[src/rtl/prm_scan_pkg.sv]
// ---------------------------------------------------------------------------
// prm_scan_pkg
// Shared definitions for the PRM obstacle scan sequencer.
//   OBS_CODE_W   : width of one obstacle voxel code (checker inputs O..A).
//   scan_state_e : sequencer states.
//                  IDLE  - waiting for start
//                  SCAN  - accepting codes
//                  DRAIN - folding in the last checker result
//                  DONE  - presenting the result
// ---------------------------------------------------------------------------
package prm_scan_pkg;

  localparam int OBS_CODE_W = 15;

  typedef enum logic [1:0] {
    IDLE  = 2'd0,
    SCAN  = 2'd1,
    DRAIN = 2'd2,
    DONE  = 2'd3
  } scan_state_e;

endpackage

[src/rtl/prm_obs_scan_seq.sv]
// ---------------------------------------------------------------------------
// prm_obs_scan_seq
// Drives a bank of PRM edge obstacle checkers with a stream of obstacle voxel
// codes. It accumulates the bank's per-edge hit bits into a sticky "blocked"
// bitmap and counts the codes it has checked. At the end of the stream it
// hands the bitmap and the count to the roadmap builder.
//
// Ports:
//   clk, rst     : rising-edge clock, asynchronous active-high reset
//   start        : begin a scan (only honoured in IDLE)
//   obs_valid    : obstacle stream valid
//   obs_code     : obstacle code
//   obs_last     : final code of the stream
//   obs_ready    : sequencer accepts an obstacle code
//   chk_code     : registered code broadcast to every checker
//   chk_mask     : combinational edge_mask bits returned by the bank
//   res_valid    : result handshake valid
//   res_ready    : result handshake ready
//   res_blocked  : bit i set when any scanned obstacle blocks edge i
//   res_count    : number of codes checked (saturating)
//   busy         : sequencer is not in IDLE
// ---------------------------------------------------------------------------
module prm_obs_scan_seq
  import prm_scan_pkg::*;
#(
  parameter int NUM_EDGES = 8,
  parameter int CNT_W     = 12
) (
  input  logic                  clk,
  input  logic                  rst,
  input  logic                  start,
  input  logic                  obs_valid,
  input  logic [OBS_CODE_W-1:0] obs_code,
  input  logic                  obs_last,
  output logic                  obs_ready,
  output logic [OBS_CODE_W-1:0] chk_code,
  input  logic [NUM_EDGES-1:0]  chk_mask,
  output logic                  res_valid,
  input  logic                  res_ready,
  output logic [NUM_EDGES-1:0]  res_blocked,
  output logic [CNT_W-1:0]      res_count,
  output logic                  busy
);

  scan_state_e           state_q,    state_d;
  logic [OBS_CODE_W-1:0] chk_code_q, chk_code_d;
  logic                  chk_vld_q,  chk_vld_d;
  logic [NUM_EDGES-1:0]  blocked_q,  blocked_d;
  logic [CNT_W-1:0]      count_q,    count_d;
  logic                  accept;

  // Handshake on the obstacle stream: codes are only taken while scanning.
  assign accept = (state_q == SCAN) && obs_valid;

  // Next-state and accumulator logic.
  always_comb begin
    state_d    = state_q;
    chk_code_d = chk_code_q;
    chk_vld_d  = 1'b0;
    blocked_d  = blocked_q;
    count_d    = count_q;

    // The bank answers combinationally from chk_code, so the mask belongs to
    // the code registered last cycle; fold it only when that code is fresh.
    if (chk_vld_q) begin
      blocked_d = blocked_q | chk_mask;
    end

    case (state_q)
      IDLE: begin
        if (start) begin
          blocked_d = '0;
          count_d   = '0;
          state_d   = SCAN;
        end
      end
      SCAN: begin
        if (accept) begin
          chk_code_d = obs_code;
          chk_vld_d  = 1'b1;
          if (count_q != {CNT_W{1'b1}}) begin
            count_d = count_q + CNT_W'(1);
          end
          if (obs_last) begin
            state_d = DRAIN;
          end
        end
      end
      // One cycle for the mask of the final code to be folded in.
      DRAIN: begin
        state_d = DONE;
      end
      DONE: begin
        if (res_ready) begin
          state_d = IDLE;
        end
      end
      default: begin
        state_d = IDLE;
      end
    endcase
  end

  always_ff @(posedge clk or posedge rst) begin
    if (rst) begin
      state_q    <= IDLE;
      chk_code_q <= '0;
      chk_vld_q  <= 1'b0;
      blocked_q  <= '0;
      count_q    <= '0;
    end else begin
      state_q    <= state_d;
      chk_code_q <= chk_code_d;
      chk_vld_q  <= chk_vld_d;
      blocked_q  <= blocked_d;
      count_q    <= count_d;
    end
  end

  assign obs_ready   = (state_q == SCAN);
  assign res_valid   = (state_q == DONE);
  assign busy        = (state_q != IDLE);
  assign chk_code    = chk_code_q;
  assign res_blocked = blocked_q;
  assign res_count   = count_q;

endmodule
[config.mk]
export PLATFORM = sky130hd
export DESIGN_NAME = prm_obs_scan_seq
export DESIGN_NICKNAME = d
export VERILOG_FILES = /design/src/rtl/prm_scan_pkg.sv /design/src/rtl/prm_obs_scan_seq.sv
export SDC_FILE = /design/constraint.sdc
export NUM_CORES = 1
export LEC_CHECK = 0
export ABC_AREA = 1
export BUFFER_PORTS_ARGS = -buffer_cell sky130_fd_sc_hd__buf_4
export CAP_MARGIN = 20
export CORE_ASPECT_RATIO = 0.5
export CORE_MARGIN = 2
export CORE_UTILIZATION = 32
export CTS_CLUSTER_SIZE = 12
export DETAILED_ROUTE_END_ITERATION = 8
export SYNTH_ARGS = -nofsm -noshare
export SYNTH_HDL_FRONTEND = slang
export SYNTH_SLANG_ARGS = --single-unit
[constraint.sdc]
create_clock -name clk -period 2.1 [get_ports clk]
set_input_delay 0.315 -clock clk [delete_from_list [all_inputs] [get_ports clk]]
set_output_delay 0.315 -clock clk [all_outputs]
set_load 0.02 [all_outputs]
==> run metrics, run 1 <==
Final GP Congestion 0.842; ant diodes 0; DRC viols 0; Final Cycle Share 83.0%; sequential area share after synthesis 52.7%; CTS root buf clkbuf_16; gr ovfl total 0; DP Wirelength 3000 microns; sw frac 37.2%; final max-slew violation count 0; Inserted Clock Buffers 5; clock sink count 38; Tightest Pin Transition 0.485 ns; Layout Nets 329; Post-CTS Setup Bufs 0; initial antenna violation count 0; post-CTS sizing 0; Antenna Violating Nets Remaining 0; Cell variety after synth 20; Core ar. 5470 sq um; CTS Buffer Depth 2; synthesized area 1800 sq um; Clock Pin Slew Worst Setup and Hold Paths 0.06 ns; Post-Synthesis Cells 223; row count 19; Data arrival, critical path 1.96 ns; PwrDens 1300 nW/um^2; synthesis-stage register bit count 38; Hold Slack 0.151 ns; Crit. End Element flip-flop; peak supply drop 0.649 mV; most frequent cells in the layout nand2_1, buf_4, dfrtp_1; synthesized net count 258; crit path time final 1.74 ns; 1st-pass router iterations 4; Hold Crit Class in2async; status finished clean; hold buffers post-CTS 0; Total GRT Usage 13.8%; clock latency on the worst-skew pair 0.28 ns; FMAX 0.574 GHz; synthesis-to-finish area growth 41.3%; Die Y 57.1 microns; Avg Vias per Cell 4.34; largest net degree at the start of global routing 39; Worst Path Required 2.32 ns; Initial Util 33.0%; First DRT Iteration DRCs 56; kind of critical path reg2reg; LEAKAGE 1.42 nW; FF-to-FF Start state_q[1]; Reg area 951 sq um; commonest non-fill, non-tap cell in the layout nand2_1; share of cells above drive strength 1 28.2%; Detailed Route WL 3950 microns; relative slew slack 67.6%; Fillers 542; sequential power share 33.5%; I/O pin count 67; cell internal pwr 2.08 mW; DR vias 1,592; Hold Vio Cnt, Final 0; Die Span X 110 microns; P_sw 1.23 mW; die area 6290 sq um; WL/cell 10.8 microns; setup total negative slack 0 ns; H-tree levels 2; first-pass GRT wire length 6840 microns; Comb pwr share 40.5%; synth warn 0; RSZ-0062 raised after global routing false; Worst Setup SP state_q[1]; area of the multi-input gates 718 sq um; reg2reg path depth 9; IO Port Bufs 66; max-cap viol count 0; Avg Inst Size Synth 8.09 sq um; CTS tree done; CP Launch Type flip-flop; critical path peak fanout 13; skew final 0.00406 ns; clock power share 25.9%; # setup viols final 0; via count of the first global-routing pass 1,570
==> synthesized netlist by cell type <==
| cell | instances | share of area (%) |
|---|---|---|
| xnor2_1 | 5 | 2.4 |
| o21ai_0 | 16 | 4.4 |
| buf_6 | 1 | 0.62 |
| nand2_2 | 1 | 0.35 |
| o22ai_1 | 1 | 0.35 |
| o21ai_1 | 3 | 0.83 |
| dfrtp_1 | 38 | 53 |
| inv_2 | 1 | 0.21 |
| xor2_1 | 2 | 0.97 |
| nand3_1 | 6 | 1.7 |
| nand3_2 | 1 | 0.55 |
| nor2_1 | 9 | 1.9 |
| ha_1 | 6 | 4.2 |
| clkbuf_1 | 2 | 0.42 |
| nand4_1 | 1 | 0.35 |
| nand2_1 | 96 | 20 |
| o21ai_2 | 1 | 0.49 |
| nor2_2 | 4 | 1.4 |
| buf_4 | 1 | 0.42 |
| inv_1 | 28 | 5.8 |
==> through the flow <==
step                util [%]  power, mW  area [sq um]  setup slack, ns  cells
floorplan                  -       1.94          1800            0.557    223
global placement        43.5       2.44          2380            0.476    360
detailed placement      43.5       2.48          2380            0.383    360
CTS                     46.6       3.35          2550            0.368    367
global route            46.6       3.54          2550            0.161    367
finish                  46.6       3.31          2550            0.358    367
==> power groups by stage <==
stage / clock (mW) / sequential (mW) / combinational (mW)
5_1_grt: 0.912 / 1.14 / 1.48
4_1_cts: 0.877 / 1.11 / 1.36
6_report: 0.858 / 1.11 / 1.34
2_1_floorplan: 0 / 1.35 / 0.591
3_5_place_dp: 0 / 1.12 / 1.36
3_3_place_gp: 0 / 1.12 / 1.32
==> cells by family after synthesis <==
group                    share of synthesized area, %
adder cells (fa/ha/maj)                          4.16
AO/OA/AOI/OAI                                    6.10
XOR/XNOR                                         3.40
buffers and inverters                            7.49
AND/OR/NAND/NOR                                  26.1
flip-flops                                       52.7
==> final cells by class <==
class	count	share of cell area (%)
clock buffer	6	5.45
clock inverter	1	1.18
multi-input combinational	152	28.2
sequential	38	37.3
tap	73	3.58
inverter	29	4.27
timing repair buffer	68	20.0
==> worst max-delay path, stage by stage, from the launching register on <==
cell and delay, ns:
dfrtp_1 0.37, inv_1 0.09, ha_1 0.27, inv_2 0.10, o21ai_1 0.08, nor2_2 0.12, nand2_2 0.17, nor2_1 0.33
nand2_1 0.09, nand2_1 0.07
==> worst paths after layout <==
kind	end	slack, ns
setup / recovery	res_count[8]	0.36
hold / removal	res_blocked[7]	0.15
setup reg to reg	res_count[8]	0.36
hold reg to reg	chk_code[13]	0.48
max in group asynchronous	res_count[0]	1.62
min in group clk	chk_code[5]	0.23
==> registers in the layout, indices dropped and copies added, names as in the netlist <==
signal	cells
res_count	12
res_blocked	8
chk_code	15
chk_vld_q	1
state_q	2
==> per-layer routing <==
layer | global-route usage (%) | wire [microns] | up-vias | share of wire, %
met5 | 0 | 0 | - | 0
met4 | 3.39 | 16 | 0 | 0.41
met1 | 16.9 | 1720 | 749 | 44
met2 | 24.7 | 2060 | 26 | 52
met3 | 3.43 | 151 | 2 | 3.8
li1 | - | - | 815 | -
No activity file was read; power rests on OpenSTA's default activity.
==> inputs of run 2 (changes only) <==
clock period = 1.5 ns   (was 2.1 ns; I/O delays follow)
==> run 2 against run 1 <==
Effect of this change:
- die area unchanged
- worst setup slack worse by 0.34 ns
- core utilization up 4.3 points
- highest routed layer unchanged
- sequential power up 39%
- sequential share of layout area down 3.2 points
- clock power up 41%
- critical path depth down 5
- critical path type is now reg2out
- worst hold slack worse by 0.089 ns
==> run metrics, run 2 (synthesized netlist as in run 1, its figures left out) <==
Total GRT Usage 14.9%; Tightest Pin Transition 0.495 ns; commonest non-fill, non-tap cell in the layout nand2_1; Hold Crit Class in2async; FMAX 0.675 GHz; Antenna Violating Nets Remaining 0; max-cap viol count 0; clock latency on the worst-skew pair 0.28 ns; relative slew slack 67.0%; I/O pin count 67; critical path peak fanout 6; largest net degree at the start of global routing 39; first-pass GRT wire length 7270 microns; share of cells above drive strength 1 38.3%; First DRT Iteration DRCs 86; die area 6290 sq um; Final Cycle Share 98.8%; final core occ 50.9%; Reg area 951 sq um; DP Wirelength 3090 microns; design area 2780 sq um; number of flip-flops in the largest register 15; DR vias 1,690; WL/cell 11.7 microns; Die Y 57.1 microns; initial antenna violation count 0; Worst Path Required 1.27 ns; crit path time final 1.48 ns; CTS root buf clkbuf_16; 1st-pass router iterations 4; synthesis-to-finish area growth 54.3%; Core ar. 5470 sq um; Crit. End Element primary output; final max-slew violation count 0; Fillers 513; LEAKAGE 1.53 nW; Avg Vias per Cell 4.38; Layout Nets 348; peak supply drop 0.774 mV; Inserted Clock Buffers 5; Clock Pin Slew Worst Setup and Hold Paths 0.06 ns; Initial Util 33.0%; CTS Buffer Depth 2; Final GP Congestion 0.843; status finished clean; most frequent cells in the layout nand2_1, buf_4, dfrtp_1; area of the multi-input gates 800 sq um; ant diodes 0; gr ovfl total 0; skew final 0.00366 ns; # setup viols final 0; Detailed Route WL 4530 microns; RSZ-0062 raised after global routing true; CTS tree done; DRC viols 0; CP Launch Type flip-flop; IO Port Bufs 66; via count of the first global-routing pass 1,623; Hold Vio Cnt, Final 0; row count 19; kind of critical path reg2out; Data arrival, critical path 1.26 ns; H-tree levels 2; PwrDens 1870 nW/um^2; DP Area 2480 sq um; clock sink count 38; Die Span X 110 microns
[run 2: changes by cell type in the layout (fill, tap and decap cells not counted), moves of 3 or more]
| cell | before | now |
|---|---|---|
| buf_4 | 68 | 84 |
| o21ai_2 | 1 | 6 |
| buf_6 | 0 | 3 |
| o21ai_0 | 16 | 12 |
| nand2_2 | 1 | 6 |
| nand2_1 | 96 | 90 |
[run 2: power by group]
| part | internal [mW] | switching, mW | leakage, nW |
|---|---|---|---|
| sequential | 1.35 | 0.190 | 0.496 |
| combinational | 1.10 | 1.34 | 0.954 |
| clock | 0.820 | 0.386 | 0.0829 |
[run 2: final timing paths]
kind / start / endpoint / slack (ns) / cells after the start
worst min-delay path: rst / res_count[10] / 0.06 / 3
worst max-delay path: state_q[0] / obs_ready / 0.02 / 4
max in group asynchronous: rst / chk_code[6] / 1.09 / 3
worst min register to register: chk_code[4] / chk_code[4] / 0.48 / 2
min in group clk: obs_code[8] / chk_code[8] / 0.14 / 3
worst max register to register: state_q[1] / res_count[4] / 0.02 / 9
[run 2: what timing repair did]
action | in CTS | in global routing
pin swaps | 2 | 7
hold buffers | 0 | 0
resized for setup | 6 | 22
buffers inserted | 3 | 3
gates cloned | 0 | 0
endpoints found under the setup margin | 9 | 15
[run 2: worst max-delay path, cell delays in order (launching register included)]
cell     delay, ns
dfrtp_1       0.39
buf_6         0.13
ha_4          0.17
buf_4         0.14
buf_4         0.15
[run 2: cell type report]
class                           instances  area share [%]
Clock inverter                          1            1.08
Sequential cell                        38            34.2
Timing Repair Buffer                   87            23.9
Tap cell                               73            3.28
Multi-Input combinational cell        152            28.7
Clock buffer                            6            4.99
Inverter                               29            3.91
[run 2: metrics by stage]
stage	worst slack, ns	hold WS, ns	total power, mW	cells	TNS [ns]
2_1_floorplan	0.0422	0.335	2.72	223	0
3_3_place_gp	0.0429	0.384	3.64	373	0
3_5_place_dp	-0.0334	0.390	3.67	373	-0.200
4_1_cts	-0.00889	0.0947	5.03	383	-0.0241
5_1_grt	-0.0848	0.147	5.55	386	-0.745
6_report	0.0185	0.0621	5.20	386	0
[run 2: per-layer routing]
| layer | GRT usage [%] | vias to the layer above | wire, microns |
|---|---|---|---|
| li1 | - | 856 | - |
| met1 | 18.9 | 798 | 1950 |
| met2 | 25.0 | 29 | 2350 |
| met3 | 3.89 | 7 | 172 |
| met4 | 5.00 | 0 | 53 |
| met5 | 0 | - | 0 |
